`src/rtl/mem_arbiter.sv`:
```
// ---------------------------------------------------------------------------
// mem_arbiter
//
// Shares one single-port RAM between the instruction-fetch and data-access
// request strobes of the processor datapath. Data accesses win arbitration,
// but a saturating streak counter forces an instruction grant after
// MAX_DSTREAK consecutive data grants taken while a fetch was waiting.
// Every RAM-side output comes from registers latched at grant time, so the
// RAM sees a stable address, store word and strobe for the whole access.
// Each access ends with a one-cycle RESP state that pulses ihit or dhit. The
// next request is sampled in the IDLE state that follows RESP.
//
// Ports
//   CLK, RST            clock, synchronous active-high reset
//   imemREN, imemaddr   instruction fetch request and address
//   dmemREN, dmemWEN    data read / write request (write wins if both high)
//   dmemaddr, dmemstore data address and write data
//   ihit, imemload      fetch-complete pulse and fetched word (held)
//   dhit, dmemload      data-complete pulse and read word (held)
//   ramREN, ramWEN      RAM read / write strobes
//   ramaddr, ramstore   RAM address and write data
//   ramload, ramready   RAM read data and access-complete flag
// ---------------------------------------------------------------------------
module mem_arbiter #(
    parameter int WORD_W      = 32,
    parameter int MAX_DSTREAK = 4
) (
    input  logic              CLK,
    input  logic              RST,
    input  logic              imemREN,
    input  logic [WORD_W-1:0] imemaddr,
    input  logic              dmemREN,
    input  logic              dmemWEN,
    input  logic [WORD_W-1:0] dmemaddr,
    input  logic [WORD_W-1:0] dmemstore,
    output logic              ihit,
    output logic              dhit,
    output logic [WORD_W-1:0] imemload,
    output logic [WORD_W-1:0] dmemload,
    output logic              ramREN,
    output logic              ramWEN,
    output logic [WORD_W-1:0] ramaddr,
    output logic [WORD_W-1:0] ramstore,
    input  logic [WORD_W-1:0] ramload,
    input  logic              ramready
);

    typedef enum logic [2:0] {
        IDLE,
        IACC,
        DACC,
        IRESP,
        DRESP
    } state_t;

    localparam logic [3:0] STREAK_MAX = 4'(MAX_DSTREAK);

    state_t            state;
    state_t            next_state;
    logic [WORD_W-1:0] addr_q;
    logic [WORD_W-1:0] store_q;
    logic              wr_q;
    logic [3:0]        streak;

    logic dreq;
    logic streak_full;
    logic grant_d;
    logic grant_i;

    assign dreq        = dmemREN | dmemWEN;
    assign streak_full = (streak == STREAK_MAX);

    // RAM address and store word come only from the grant-time latches.
    assign ramaddr  = addr_q;
    assign ramstore = store_q;

    // Next state, grant decision and decoded strobes/hits.
    always_comb begin
        // NOTE: every output of this block gets a default first so no path
        // leaves a signal unassigned, which would infer a latch.
        next_state = state;
        grant_d    = 1'b0;
        grant_i    = 1'b0;
        ramREN     = 1'b0;
        ramWEN     = 1'b0;
        ihit       = 1'b0;
        dhit       = 1'b0;

        case (state)
            IDLE: begin
                // A waiting fetch pre-empts data once the streak is spent.
                if (dreq && !(imemREN && streak_full)) begin
                    grant_d    = 1'b1;
                    next_state = DACC;
                end else if (imemREN) begin
                    grant_i    = 1'b1;
                    next_state = IACC;
                end
            end
            IACC: begin
                ramREN = 1'b1;
                if (ramready) next_state = IRESP;
            end
            DACC: begin
                ramREN = ~wr_q;
                ramWEN = wr_q;
                if (ramready) next_state = DRESP;
            end
            IRESP: begin
                ihit       = 1'b1;
                next_state = IDLE;
            end
            DRESP: begin
                dhit       = 1'b1;
                next_state = IDLE;
            end
            default: next_state = IDLE;
        endcase
    end

    always_ff @(posedge CLK) begin
        // NOTE: sequential state uses non-blocking assignments so every
        // register samples pre-edge values regardless of statement order.
        if (RST) begin
            state    <= IDLE;
            addr_q   <= '0;
            store_q  <= '0;
            wr_q     <= 1'b0;
            streak   <= '0;
            imemload <= '0;
            dmemload <= '0;
        end else begin
            state <= next_state;

            if (grant_d) begin
                addr_q  <= dmemaddr;
                store_q <= dmemstore;
                wr_q    <= dmemWEN;
                // Only data grants that bypass a waiting fetch count.
                if (imemREN) begin
                    streak <= streak_full ? streak : streak + 4'd1;
                end else begin
                    streak <= '0;
                end
            end

            if (grant_i) begin
                addr_q <= imemaddr;
                wr_q   <= 1'b0;
                streak <= '0;
            end

            if (state == IACC && ramready) imemload <= ramload;
            if (state == DACC && ramready && !wr_q) dmemload <= ramload;
        end
    end

endmodule

```
`config.mk`:
```
export PLATFORM = sky130hd
export DESIGN_NAME = mem_arbiter
export DESIGN_NICKNAME = d
export VERILOG_FILES = /design/src/rtl/mem_arbiter.sv
export SDC_FILE = /design/constraint.sdc
export NUM_CORES = 1
export LEC_CHECK = 0
export CORE_MARGIN = 2
export CORE_UTILIZATION = 45
export CTS_CLUSTER_DIAMETER = 40
export DETAILED_ROUTE_END_ITERATION = 7
export PLACE_DENSITY = 0.89
export SLEW_MARGIN = 20
export SYNTH_ARGS = -nofsm -noshare
export SYNTH_HDL_FRONTEND = slang
export SYNTH_SLANG_ARGS = --single-unit
export TNS_END_PERCENT = 10
```
`constraint.sdc`:
```
create_clock -name CLK -period 3.7 [get_ports CLK]
set_input_delay 0.74 -clock CLK [delete_from_list [all_inputs] [get_ports CLK]]
set_output_delay 0.74 -clock CLK [all_outputs]
set_load 0.02 [all_outputs]
```
==> impl_metrics.yaml <==
yosys:
  synth.distinct_cells: 41
  synth_area_per_cell_sq_um: 8.62
  synthTopCellsByArea: "dfxtp_1 47%, nand2b_1 7.2%, nand2_1 6.3%, a21oi_1 5.9%, mux2i_1 5.5%"
  synth-seq-area-share_pct: 46.8
  synth_area_leader_cell: "dfxtp_1"
  synth_cells: 675
  netlist.area_leader.share_pct: 46.8
  ys_seq_elements: 136
  synthesis.area_sq_mm: 0.00582
  synthFlopType: "dfxtp_1"
  async_flop_share_pct: 0
  synth-edff-count: 0
  synth.net_count: 811
  yosysWarnings: 0
drt:
  drt_iter0_markers: 441
  drc: 0
  via_count: 5863
  postRouteAntennaNets: 0
  routed_wl_mm: 18.2
  viasPerCell: 5.37
  wire_per_inst_microns: 16.7
  dr.pass1.iters: 5
cells_and_area:
  final_util_pct: 72.7
  area_delta_synth_final_pct: 57.7
  seq_area_sq_mm: 0.00272
  drive_gt1_share_pct: 6.30
  num-fill-cells: 983
  multiInputGateArea_sq_mm: 0.00271
  diodes: 0
  final_area_sq_mm: 0.00917
  nets: 1043
  final_cell_mix: "264 x clkdlybuf4s50_1, 136 x dfxtp_1, 97 x nand2_1"
  mostFrequentLayoutCell: "clkdlybuf4s50_1"
timing:
  fin_hold_ws_ns: 0.454
  relSlewSlack_pct: 45.6
  rsz0062_at_grt: "false"
  final.min_clock_period_ns: 2.94
  hold_violations: 0
  setup_viol: 0
  setup_tns_ns: 0
  max_freq_mhz: 340
  slew_viol_final: 0
  fin_crit_sh_pct: 79.5
  worstMarginPinSlew_ns: 0.809
  skew_ns: 0.00618
  setup_slack_ns: 0.757
floorplan:
  core_area_sq_mm: 0.0126
  die-area_sq_mm: 0.0138
  fp.dieW_microns: 118
  die_h_microns: 118
  io_pins: 266
  rows: 41
  start_util_pct: 46.1
cts:
  cts_buffers: 17
  cts.htree.levels: 4
  insertion_delay_ns: 0.41
  ctsResizeCount: 0
  cts_tree: "done"
  postCtsHoldBufs: 0
  cts.sinks: 136
  max-clock-path-buffers: 2
  clk_pin_slew_ns: 0.06
  postCtsSetupRepairBufs: 0
  ctsRootBufferMaster: "clkbuf_16"
run_status:
  status: "finished, final reports clean"
power_and_ir_drop:
  p_int_mw: 3.13
  clockPowerShare_pct: 40.6
  worst_ir_drop_vdd_v: 0.000320
  p_leak_nw: 3.24
  switchingPower_mw: 1.16
  switching_share_pct: 27.0
  p_per_area_mw_per_mm2: 468
  pwr-share-comb_pct: 21.2
  seqPwrFrac_pct: 38.2
grt:
  grt_use_met1_pct: 29.7
  grt_usage_pct: 26.2
  antenna_found_initial: 0
  gr-total-overflow: 0
  first_global_vias: 5769
  grt_first_pass_wirelength_mm: 29.4
  grt_busiest_layer: "met2"
  grt_max_degree: 86
  met2_usage_pct: 43.4
  grtUsageMet3_pct: 9.88
critical_path:
  worstRegToRegCells: 6
  critPathCaptureType: "primary output"
  arrival_ns: 2.20
  r2r_slack_ns: 1.57
  rr_endpoint: "ramstore[3]$_SDFFE_PP0P_"
  cp_data_required_time_ns: 2.96
  path_max_fanout: 15
  start_kind: "flop"
  crit_type: "flop to primary output"
  r2r_start: "streak[0]$_SDFFE_PP0P_"
run:
  cap_viol_max_count: 0
placed_design:
  hpwl_mm: 12.1
  dp_worst_setup_slack_ns: 0.910
  gp_congestion: 0.797
  port_buffers: 265
  place_area_sq_mm: 0.00855
min_path:
  worstHoldStart: "imemload[6]$_SDFFE_PP0P_"
  min_path_cells: 2
  worstHoldEndpoint: "imemload[6]$_SDFFE_PP0P_"
  hp-class: "flop to flop"
-- kinds of logic (layout without fill, tap and decap cells) --
logic type,after synthesis,in the layout,share of synthesized area (%)
and+or+nand+nor,224,224,20.0
AOI/OAI and AO/OA,177,177,19.9
DFF,136,136,46.8
buffers and inverters,104,349,7.34
muxes,32,32,5.51
adders and majority gates,2,2,0.430
-- metal layers --
layer,up-vias,routed length [microns]
met3,57,1610
met5,-,0
li1,2834,-
met2,267,8810
met1,2705,7070
met4,0,715
-- cell type report --
class	count	area share, %
well taps	172	2.35
multi-input cells	435	29.6
repair buffers	280	30.1
flip-flops and latches	136	29.7
inverters	37	1.51
clock buffers	21	5.13
clock inverters	11	1.60
-- through the flow --
step	power, mW	cells
after floorplan	2.13	675
after global placement	2.56	1060
after detailed placement	2.57	1060
after CTS	4.32	1092
after global routing	4.47	1092
final	4.29	1092
-- Yosys cell counts, drive strengths merged (2+ instances only) --
library cell  count
clkbuf           53
nor3              4
o2111ai          32
nand3b            3
or3b              2
o221ai           32
dfxtp           136
inv              37
o21bai            2
o21ai            35
ha                2
nand2            97
nor4bb            2
a21oi            69
nand3            34
nand4             3
nand2b           67
nor2b             2
o32ai             2
mux2i            32
nor2              2
nor3b             2
buf              14
-- sequential cells by signal, summed over array words and instances, names as in the netlist --
signal	count
ramstore	32
imemload	32
ramaddr	32
dmemload	32
state	3
streak	4
wr_q	1
-- worst max-delay path, cell delays in order (launching register included) --
cell             delay (ns)
dfxtp_1                0.52
or3b_1                 0.47
a21oi_1                0.14
clkdlybuf4s50_1        0.67
-- how the worst max path moves through the flow --
stage	startpoint	to	slack [ns]	cells after the start
after CTS	state[0]$_SDFFE_PP0P_	ramREN	0.75	3
final	state[0]$_SDFFE_PP0P_	ramREN	0.76	3
after floorplan	state[1]$_SDFFE_PP0P_	ramWEN	1.59	2
after global placement	imemREN	state[0]$_SDFFE_PP0P_	0.95	5
after detailed placement	imemREN	state[0]$_SDFFE_PP0P_	0.91	5
after global routing	state[0]$_SDFFE_PP0P_	ramREN	0.62	3
-- power by group through the flow --
stage | logic (mW) | registers, mW | clock network [mW]
final | 0.909 | 1.64 | 1.74
after CTS | 0.913 | 1.64 | 1.77
after global placement | 0.895 | 1.67 | 0
after floorplan | 0.335 | 1.79 | 0
after global routing | 0.971 | 1.65 | 1.84
after detailed placement | 0.906 | 1.67 | 0
(Power assumes the default switching activity.)
